$ cat src/rtl/psum_serial_acc_pkg.sv
// Shared hardware constants for the bit-serial partial-sum accumulator.
// Holds the default widths and the ACC/FULL state encoding.
package psum_serial_acc_pkg;

  localparam int unsigned HW_PSU_DW = 12;
  localparam int unsigned HW_IDX_DW = 4;

  localparam logic [0:0] ST_ACC  = 1'b0;
  localparam logic [0:0] ST_FULL = 1'b1;

endpackage

$ cat src/rtl/sat_add.sv
// Two's-complement adder that clamps to the signed W-bit range on overflow.
// sat flags any cycle where clamping happened.
module sat_add #(
  parameter int unsigned W = 8
) (
  input  logic [W-1:0] a,
  input  logic [W-1:0] b,
  output logic [W-1:0] sum,
  output logic         sat
);

  logic [W-1:0] raw;

  assign raw = a + b;

  always_comb begin
    // Overflow only when both operands share a sign that the raw sum loses.
    sat = (a[W-1] == b[W-1]) && (raw[W-1] != a[W-1]);
    sum = raw;
    if (sat) begin
      sum = a[W-1] ? {1'b1, {(W-1){1'b0}}} : {1'b0, {(W-1){1'b1}}};
    end
  end

endmodule

$ cat src/rtl/psum_serial_acc.sv
// Accumulates signed digit products of one weight group into a saturating sum
// and hands the result over through a one-deep valid/ready output register.
module psum_serial_acc
  import psum_serial_acc_pkg::*;
#(
  parameter int unsigned PSU_DW  = HW_PSU_DW,
  parameter int unsigned ACC_DW  = HW_PSU_DW + 8,
  parameter int unsigned MAX_DIG = 4
) (
  input  logic              clk,
  input  logic              rst,
  input  logic              clr,
  input  logic              in_valid,
  output logic              in_ready,
  input  logic [PSU_DW-1:0] psu_in,
  input  logic              neg_in,
  input  logic              last_in,
  output logic              out_valid,
  input  logic              out_ready,
  output logic [ACC_DW-1:0] acc_out,
  output logic              ovf_out
);

  localparam int unsigned CNT_DW = (MAX_DIG > 1) ? $clog2(MAX_DIG) : 1;

  logic [0:0]        state_q;
  logic [ACC_DW-1:0] acc_q;
  logic [CNT_DW-1:0] cnt_q;
  logic              ovf_q;

  logic [ACC_DW-1:0] ext;
  logic [ACC_DW-1:0] addend;
  logic [ACC_DW-1:0] sum;
  logic              sat;
  logic              accept;
  logic              at_max;
  logic              close;

  assign out_valid = (state_q == ST_FULL);
  assign in_ready  = !out_valid || out_ready;

  assign ext    = {{(ACC_DW - PSU_DW){1'b0}}, psu_in};
  assign addend = neg_in ? (~ext + ACC_DW'(1)) : ext;

  assign accept = in_valid && in_ready && !clr;
  assign at_max = (cnt_q == CNT_DW'(MAX_DIG - 1));
  assign close  = accept && (last_in || at_max);

  sat_add #(
    .W (ACC_DW)
  ) u_sat_add (
    .a   (acc_q),
    .b   (addend),
    .sum (sum),
    .sat (sat)
  );

  always_ff @(posedge clk or posedge rst) begin
    if (rst) begin
      state_q <= ST_ACC;
      acc_q   <= '0;
      cnt_q   <= '0;
      ovf_q   <= 1'b0;
      acc_out <= '0;
      ovf_out <= 1'b0;
    end else begin
      if (clr || close) begin
        acc_q <= '0;
        cnt_q <= '0;
        ovf_q <= 1'b0;
      end else if (accept) begin
        acc_q <= sum;
        cnt_q <= cnt_q + CNT_DW'(1);
        ovf_q <= ovf_q | sat;
      end

      // A close while the old result is being taken reloads without a bubble.
      if (close) begin
        state_q <= ST_FULL;
        acc_out <= sum;
        ovf_out <= ovf_q | sat | (at_max && !last_in);
      end else if (out_valid && out_ready) begin
        state_q <= ST_ACC;
      end
    end
  end

endmodule

$ cat config.mk
export PLATFORM = sky130hd
export DESIGN_NAME = psum_serial_acc
export DESIGN_NICKNAME = d
export VERILOG_FILES = /design/src/rtl/psum_serial_acc_pkg.sv /design/src/rtl/sat_add.sv /design/src/rtl/psum_serial_acc.sv
export SDC_FILE = /design/constraint.sdc
export NUM_CORES = 1
export LEC_CHECK = 0
export ABC_AREA = 1
export CAP_MARGIN = 20
export CORE_MARGIN = 2
export CORE_UTILIZATION = 45
export CTS_CLUSTER_DIAMETER = 50
export CTS_CLUSTER_SIZE = 28
export DETAILED_ROUTE_END_ITERATION = 7
export PLACE_DENSITY = 0.67
export SETUP_SLACK_MARGIN = 0.2
export SYNTH_ARGS = -nofsm -noshare
export SYNTH_HDL_FRONTEND = slang
export SYNTH_SLANG_ARGS = --single-unit
$ cat constraint.sdc
create_clock -name clk -period 4.9 [get_ports clk]
set_input_delay 0.735 -clock clk [delete_from_list [all_inputs] [get_ports clk]]
set_output_delay 0.735 -clock clk [all_outputs]
set_load 0.1 [all_outputs]
==> results of run 1 <==
==> area by class of cell <==
cell class                      count  area [µm²]  share of cell area [%]
Sequential cell                    45        1130                    28.4
Inverter                           55         206                    5.21
Clock inverter                      1        5.00                   0.126
Clock buffer                        5        68.8                    1.74
Multi-Input combinational cell    396        2010                    50.6
Timing Repair Buffer               43         425                    10.7
Tap cell                           99         124                    3.13
==> Yosys cell counts <==
cell type | count | area, µm²
sky130_fd_sc_hd__nand2_1 | 229 | 860
sky130_fd_sc_hd__inv_1 | 46 | 173
sky130_fd_sc_hd__dfrtp_1 | 45 | 1130
sky130_fd_sc_hd__nor2_1 | 37 | 139
sky130_fd_sc_hd__ha_1 | 21 | 263
sky130_fd_sc_hd__a21oi_1 | 17 | 85.1
sky130_fd_sc_hd__nand3_1 | 17 | 85.1
sky130_fd_sc_hd__xor2_1 | 14 | 123
sky130_fd_sc_hd__inv_2 | 8 | 30.0
sky130_fd_sc_hd__o21ai_0 | 8 | 40.0
sky130_fd_sc_hd__nand3b_1 | 7 | 52.6
sky130_fd_sc_hd__xnor2_1 | 6 | 52.6
sky130_fd_sc_hd__a31oi_1 | 5 | 31.3
sky130_fd_sc_hd__nand3_2 | 5 | 50.1
sky130_fd_sc_hd__buf_2 | 4 | 20.0
sky130_fd_sc_hd__clkbuf_1 | 4 | 15.0
sky130_fd_sc_hd__o21ai_1 | 4 | 20.0
sky130_fd_sc_hd__buf_6 | 3 | 33.8
sky130_fd_sc_hd__nand2_2 | 3 | 18.8
sky130_fd_sc_hd__nor2_2 | 3 | 18.8
sky130_fd_sc_hd__nor3_1 | 3 | 15.0
sky130_fd_sc_hd__o21ai_2 | 3 | 26.3
sky130_fd_sc_hd__a21oi_2 | 2 | 17.5
sky130_fd_sc_hd__nand4_1 | 2 | 12.5
sky130_fd_sc_hd__nor4_1 | 2 | 12.5
sky130_fd_sc_hd__a21o_1 | 1 | 7.51
sky130_fd_sc_hd__a22o_1 | 1 | 8.76
sky130_fd_sc_hd__a22oi_1 | 1 | 7.51
sky130_fd_sc_hd__and2_1 | 1 | 6.26
sky130_fd_sc_hd__clkinv_1 | 1 | 3.75
sky130_fd_sc_hd__fa_1 | 1 | 20.0
sky130_fd_sc_hd__nand3_4 | 1 | 17.5
sky130_fd_sc_hd__nor3_2 | 1 | 10.0
sky130_fd_sc_hd__o21bai_1 | 1 | 7.51
==> through the flow <==
stage / util, % / hold slack (ns) / setup WS [ns]
after CTS: 54.3 / 0.490 / 0.737
after global routing: 54.3 / 0.505 / 0.317
after detailed placement: 53.3 / 0.466 / 0.432
after global placement: 53.3 / 0.463 / 0.477
after floorplan: - / 0.453 / 1.61
final: 54.3 / 0.482 / 0.695
==> worst min-delay path: stages, from the launching register on <==
cell	delay, ns
sky130_fd_sc_hd__dfrtp_1	0.34
sky130_fd_sc_hd__nand2_1	0.05
sky130_fd_sc_hd__nand2_1	0.06
==> metal layers <==
metal | track usage [%] | vias to the layer above | wire, µm
met5 | 0 | - | 0
met4 | 4.04 | 0 | 89
met3 | 3.40 | 10 | 384
met2 | 35.6 | 67 | 4010
met1 | 29.4 | 1438 | 3920
li1 | - | 1657 | -
==> worst max path at each step <==
stage,start,to,slack [ns]
final,psu_in[0],acc_out[7],0.69
after floorplan,psu_in[1],acc_out[12],1.61
after CTS,psu_in[0],acc_out[7],0.74
after global routing,psu_in[0],acc_out[4],0.32
after detailed placement,psu_in[0],acc_out[7],0.43
after global placement,psu_in[0],acc_out[7],0.48
==> registers in the layout (all words and copies together), names as in the netlist <==
signal,count
ovf_out,1
out_valid,1
ovf_q,1
cnt_q,2
acc_q,20
acc_out,20
==> power breakdown <==
part | internal, mW | leakage (nW) | switching [mW] | total, mW
registers | 0.462 | 0.576 | 0.0595 | 0.522
logic | 0.308 | 1.57 | 0.861 | 1.17
clock network | 0.0938 | 0.0399 | 0.116 | 0.210
total | 0.864 | 2.19 | 1.04 | 1.90
==> cells by family after synthesis <==
logic type	Yosys count	synth area share, %
buffers and inverters	66	8.08
AOI/OAI and AO/OA	43	7.38
xor gates and xnor gates	20	5.14
adders and majority gates	22	8.30
and+or+nand+nor	311	38.1
DFF	45	33.0
==> qor.tcl, run 1 <==
set qor(std_cell_rows) 31
set qor(timing.critical_path.from_type) {input port}
set qor(post_layout_nets) 587
set qor(drt-pass1-iter-count) 5
set qor(syn_inst) 507
set qor(insertedDiodeCount) 0
set qor(insertion_delay_ns) 0.30
set qor(regToRegSetupSlack_ns) 2.46
set qor(finalNonFillerCells) 644
set qor(ir_worst_vdd_mv) 0.338
set qor(grt_pass1_vias) 2984
set qor(count_of_input_and_output_buffers) 41
set qor(layout.cells.most_common) {sky130_fd_sc_hd__nand2_1}
set qor(share_of_post_route_cells_with_drive_strength_above_1_pct) 6.42
set qor(hold_path.class) {flop to flop}
set qor(worstHoldEndpoint) {acc_out[7]}
set qor(critPathMostFrequentCell) {sky130_fd_sc_hd__nand2_1}
set qor(synth.lib_cells_used.distinct) 34
set qor(final_design_area_no_fill_um2) 3960
set qor(floorplan.die_area_um2) 8290
set qor(path_buf_inv) 6
set qor(dieHeight_um) 91.0
set qor(actual_slew_at_the_worst_max_slew_pin_ns) 0.989
set qor(cellLeakagePower_nw) 2.19
set qor(postCtsSetupBuffers) 0
set qor(synth_area_per_cell_um2) 6.72
set qor(cts_num_sinks) 45
set qor(track_usage_pct) 21.3
set qor(n_fill_cell) 750
set qor(post_drt_wl_per_cell_um) 13.0
set qor(slowest_stage) {sky130_fd_sc_hd__clkdlybuf4s50_1}
set qor(post_dp_cell_area_um2) 3890
set qor(drv.max_cap_violation_count) 0
set qor(cts-buffers-inserted) 5
set qor(vias) 3172
set qor(grt_antenna_before_repair) 0
set qor(worst-path-max-fanout) 13
set qor(first_pass_grt_wire_length_um) 14300
set qor(path_class) {input port to flop}
set qor(cp_top_family) {simple AND/OR/NAND/NOR gates}
set qor(ctsHoldBuffers) 0
set qor(timing_max_transition_violations_final) 0
set qor(synth.cell_area_um2) 3410
set qor(worst_setup_hold_path_clk_slew_ns) 0.07
set qor(placeableCoreArea_um2) 7290
set qor(worst_r2r_startpoint) {cnt_q[0]}
set qor(worst_hold_startpoint) {acc_out[7]}
set qor(setup_viol_count_final) 0
set qor(crit_path_cell_trace) {clkdlybuf4s50_1 > inv_1 > ha_1 > inv_1 > nor3_1 > nand3_1 > nor3_1 > nand2_1 > nor3_1 > nor2_1 > ha_1 > nand2_1 > inv_2 > nand2_1 > inv_1 > a21oi_2 > nand3_2 > inv_2 > o21ai_1 > nand2_1 > nand2_1}
set qor(slew-limit-headroom_pct) 33.9
set qor(floorplan.die.width_um) 91.0
set qor(first_iter_violations) 180
set qor(final_hold_viol_count) 0
set qor(worstHoldPathCells) 2
set qor(yosys_register_bits) 45
set qor(cts_resized) 0
set qor(cts_tree) {yes}
set qor(numPlacedInstances) 638
set qor(wirelength_um) 8400
set qor(start_util_pct) 46.7
set qor(clock-skew-final_ns) 0.00674
set qor(dp_hpwl_um) 6660
set qor(ctsHtreeMaxLevel) 2
set qor(r2r.worst_path.cells) 7
set qor(rsz0062_at_grt) {no}
set qor(area_delta_synth_final_pct) 16.3
set qor(clk_path_buf_depth) 2
set qor(synth-seq-area-share_pct) 33.0
set qor(postSynthNetCount) 548
set qor(cp_slowest_stage_delay_ns) 0.45
set qor(detail_route.drc_violations) 0
set qor(drt.antenna.violating_nets) 0
set qor(pwr_density_cell_nw_per_um2) 480
set qor(worst-path-stages) 21
set qor(power.total_mw) 1.90
set qor(yosys_warnings) 0
set qor(most-common-layout-cells) {229 x sky130_fd_sc_hd__nand2_1, 45 x sky130_fd_sc_hd__inv_1, 45 x sky130_fd_sc_hd__dfrtp_1}
set qor(fmax_ghz) 0.238
set qor(boundaryPins) 42
set qor(final.min_clock_period_ns) 4.21
set qor(cts.root.buffer_cell) {sky130_fd_sc_hd__clkbuf_8}
set qor(place.gp.congestion) 0.917
set qor(r2r-end) {acc_q[19]}
set qor(result_of_the_run) {complete, no violations}
set qor(timing.final.crit_share_pct) 85.8
set qor(cp-end-kind) {flop}
set qor(worst-endpoint-required_ns) 5.09
set qor(grt_max_degree) 46
set qor(arrival_ns) 4.40
set qor(globalRoute.totalOverflow) 0
set qor(fin_tns_setup_ns) 0
set qor(drt-vias-per-instance) 4.93
No activity file was read; power rests on OpenSTA's default activity.
==> run 2: changes to the inputs <==
--- a/config.mk
+++ b/config.mk
@@ -7,7 +7,7 @@
 export LEC_CHECK = 0
 export ABC_AREA = 1
 export CAP_MARGIN = 20
-export CORE_MARGIN = 2
+export CORE_MARGIN = 1
 export CORE_UTILIZATION = 45
 export CTS_CLUSTER_DIAMETER = 50
 export CTS_CLUSTER_SIZE = 28
==> run 2 against run 1 <==
Against the previous run:
- via count decreased by 1.5%
- clock power is 40% higher
- fmax is 0.57% higher
- worst setup slack gained 0.024 ns
- largest cell class unchanged
- critical path type unchanged
- flip-flop and latch count stayed put
- design area grew 1.1%
- non-clock buffer count is the same
- highest routed layer unchanged
- hold slack better by 0.0011 ns
- final cell count is 0.31% higher
- register-to-register slack worse by 0.05 ns
- sequential share of layout area is 0.30 points lower
==> qor.tcl, run 2 (synthesis gave the netlist of run 1 again) <==
set qor(ctsHoldBuffers) 0 ;# unchanged
set qor(post_dp_cell_area_um2) 3890 ;# unchanged
set qor(detail_route.drc_violations) 0 ;# unchanged
set qor(most-common-layout-cells) {229 x sky130_fd_sc_hd__nand2_1, 45 x sky130_fd_sc_hd__inv_1, 45 x sky130_fd_sc_hd__dfrtp_1}
set qor(largestRegisters) {acc_out: 20 flops, acc_q: 20 flops, cnt_q: 2 flops}
set qor(clock-skew-final_ns) 0.00242 ;# -0.00432 ns
set qor(arrival_ns) 4.37 ;# -0.03 ns
set qor(vias) 3124 ;# -1.5%
set qor(std_cell_rows) 31 ;# unchanged
set qor(dieHeight_um) 89.0 ;# -2.2%
set qor(cts-buffers-inserted) 5 ;# unchanged
set qor(worst-path-max-fanout) 13 ;# unchanged
set qor(final_critical_path_setup_slack_ns) 0.719 ;# +0.0239 ns
set qor(share_of_post_route_cells_with_drive_strength_above_1_pct) 6.58 ;# +0.16 points
set qor(n_fill_cell) 749 ;# -0.13%
set qor(slew-limit-headroom_pct) 34.1 ;# +0.24 points
set qor(first_pass_grt_wire_length_um) 14000 ;# -1.8%
set qor(switching_power_mw) 1.05 ;# +1.3%
set qor(insertedDiodeCount) 0 ;# unchanged
set qor(cts_resized) 0 ;# unchanged
set qor(grt_antenna_before_repair) 0 ;# unchanged
set qor(area_delta_synth_final_pct) 17.5
set qor(drt-vias-per-instance) 4.84 ;# -1.8%
set qor(cellLeakagePower_nw) 2.21 ;# +0.85%
set qor(worst-endpoint-required_ns) 5.09 ;# about the same
set qor(count_of_input_and_output_buffers) 41 ;# unchanged
set qor(post_drt_wl_per_cell_um) 13.4 ;# +2.3%
set qor(timing.final.crit_share_pct) 85.3 ;# -0.49 points
set qor(first_iter_violations) 153 ;# -15%
set qor(final_design_area_no_fill_um2) 4010 ;# +1.1%
set qor(dp_hpwl_um) 6730 ;# +0.98%
set qor(layout.area.seq_um2) 1130 ;# unchanged
set qor(multi_input_area_um2) 2010 ;# unchanged
set qor(internal_power_mw) 0.936 ;# +8.4%
set qor(cts_num_sinks) 45 ;# unchanged
set qor(floorplan.die_area_um2) 7930 ;# -4.3%
set qor(netSwitchingFraction_pct) 52.9 ;# -1.7 points
set qor(cts_tree) {yes}
set qor(floorplan.die.width_um) 89.0 ;# -2.2%
set qor(pwr_density_cell_nw_per_um2) 496 ;# +3.4%
set qor(placeableCoreArea_um2) 7290 ;# unchanged
set qor(track_usage_pct) 23.4 ;# +2.1 points
set qor(result_of_the_run) {complete, no violations}
set qor(drt.antenna.violating_nets) 0 ;# unchanged
set qor(p_seq_share_pct) 26.3 ;# -1.1 points
set qor(ctsHtreeMaxLevel) 2 ;# unchanged
set qor(timing.critical_path.from_type) {input port}
set qor(grt_max_degree) 46 ;# unchanged
set qor(share_clk_of_total_power_pct) 14.7 ;# +3.6 points
set qor(place.gp.congestion) 0.843 ;# -8.1%
set qor(clk_path_buf_depth) 2 ;# unchanged
set qor(hold_path.class) {flop to flop}
set qor(pre_cts_ws_ns) 0.466 ;# +0.0338 ns
set qor(cp-end-kind) {flop}
set qor(pwr-share-comb_pct) 59.0 ;# -2.5 points
set qor(start_util_pct) 46.7 ;# unchanged
set qor(post_layout_nets) 587 ;# unchanged
set qor(worst_setup_hold_path_clk_slew_ns) 0.08 ;# about the same
set qor(path_class) {input port to flop}
set qor(actual_slew_at_the_worst_max_slew_pin_ns) 0.985 ;# -0.00353 ns
set qor(ir_worst_vdd_mv) 0.399 ;# +18%
set qor(final_hold_viol_count) 0 ;# unchanged
set qor(postCtsSetupBuffers) 0 ;# unchanged
set qor(drv.max_cap_violation_count) 0 ;# unchanged
set qor(fmax_ghz) 0.239 ;# +0.57%
set qor(grt_pass1_vias) 2962 ;# -0.74%
set qor(cts.root.buffer_cell) {sky130_fd_sc_hd__clkbuf_8}
set qor(timing_max_transition_violations_final) 0 ;# unchanged
set qor(globalRoute.totalOverflow) 0 ;# unchanged
set qor(rsz0062_at_grt) {no}
set qor(insertion_delay_ns) 0.29 ;# about the same
set qor(wirelength_um) 8630 ;# +2.7%
set qor(boundaryPins) 42 ;# unchanged
set qor(fin_worst_hold_slack_ns) 0.483 ;# +0.00109 ns
set qor(setup_viol_count_final) 0 ;# unchanged
set qor(drt-pass1-iter-count) 5 ;# unchanged
set qor(layout.cells.most_common) {sky130_fd_sc_hd__nand2_1}
set qor(fin_tns_setup_ns) 0 ;# unchanged
set qor(final.min_clock_period_ns) 4.18 ;# -0.0239 ns
## run 2: cell types whose count changed in the layout (fill, tap and decap cells not counted)
cell                        previous run  this run
sky130_fd_sc_hd__clkbuf_1              0         1
sky130_fd_sc_hd__bufinv_16             0         1
sky130_fd_sc_hd__clkbuf_8              5         6
sky130_fd_sc_hd__clkinv_2              1         0
## run 2: area by class of cell
| class | instances | share of cell area, % |
|---|---|---|
| clock buffer | 7 | 2.16 |
| clock inverter | 1 | 0.750 |
| inverter | 55 | 5.15 |
| multi-input combinational | 396 | 50.1 |
| sequential | 45 | 28.1 |
| tap | 99 | 3.09 |
| timing repair buffer | 43 | 10.6 |
## run 2: per-stage QoR
stage,util [%],std cells,power [mW]
after CTS,54.9,646,2.00
after detailed placement,53.3,638,1.70
after floorplan,-,507,1.42
final,54.9,646,1.99
after global routing,54.9,646,2.10
after global placement,53.3,638,1.69
## run 2: path summary, 6_finish.rpt
path	start	slack (ns)	to	depth (start not counted)
setup / recovery	psu_in[0]	0.72	acc_out[7]	21
hold / removal	acc_out[9]	0.48	acc_out[9]	2
max in group asynchronous	rst	3.39	acc_q[14]	2
setup reg to reg	cnt_q[0]	2.41	acc_q[19]	7
min in group asynchronous	rst	0.95	acc_out[6]	2
hold reg to reg	acc_out[9]	0.48	acc_out[9]	2
## run 2: worst max-delay path, cell delays in order
cell                              delay [ns]
sky130_fd_sc_hd__clkdlybuf4s50_1        0.45
sky130_fd_sc_hd__inv_1                  0.09
sky130_fd_sc_hd__ha_1                   0.14
sky130_fd_sc_hd__inv_1                  0.05
sky130_fd_sc_hd__nor3_1                 0.19
sky130_fd_sc_hd__nand3_1                0.13
sky130_fd_sc_hd__nor3_1                 0.25
sky130_fd_sc_hd__nand2_1                0.12
sky130_fd_sc_hd__nor3_1                 0.41
sky130_fd_sc_hd__nor2_1                 0.13
sky130_fd_sc_hd__ha_1                   0.34
sky130_fd_sc_hd__nand2_1                0.09
sky130_fd_sc_hd__inv_2                  0.04
sky130_fd_sc_hd__nand2_1                0.09
sky130_fd_sc_hd__inv_1                  0.06
sky130_fd_sc_hd__a21oi_2                0.22
sky130_fd_sc_hd__nand3_2                0.34
sky130_fd_sc_hd__inv_2                  0.23
sky130_fd_sc_hd__o21ai_1                0.11
sky130_fd_sc_hd__nand2_1                0.08
sky130_fd_sc_hd__nand2_1                0.06
## run 2: metal layers
layer	track usage [%]	up-vias	routed length [µm]	part of all wire (%)
met3	3.23	8	167	1.9
met4	5.34	0	121	1.4
met1	30.4	1410	4200	49
li1	-	1666	-	-
met2	41.4	40	4140	48
met5	0	-	0	0
## run 2: power groups by stage
stage / combinational (mW) / sequential [mW] / clock, mW
2_1_floorplan: 0.438 / 0.978 / 0
3_3_place_gp: 1.16 / 0.530 / 0
3_5_place_dp: 1.17 / 0.529 / 0
4_1_cts: 1.17 / 0.524 / 0.299
5_1_grt: 1.26 / 0.533 / 0.312
6_report: 1.17 / 0.523 / 0.293
==> run 3: changes to the inputs <==
--- a/config.mk
+++ b/config.mk
@@ -14,6 +14,7 @@
 export DETAILED_ROUTE_END_ITERATION = 7
 export PLACE_DENSITY = 0.67
 export SETUP_SLACK_MARGIN = 0.2
+export SLEW_MARGIN = 15
 export SYNTH_ARGS = -nofsm -noshare
 export SYNTH_HDL_FRONTEND = slang
 export SYNTH_SLANG_ARGS = --single-unit
==> results of run 3 <==
Same layout as run 2: the final DEF is identical, and so are final timing and power.
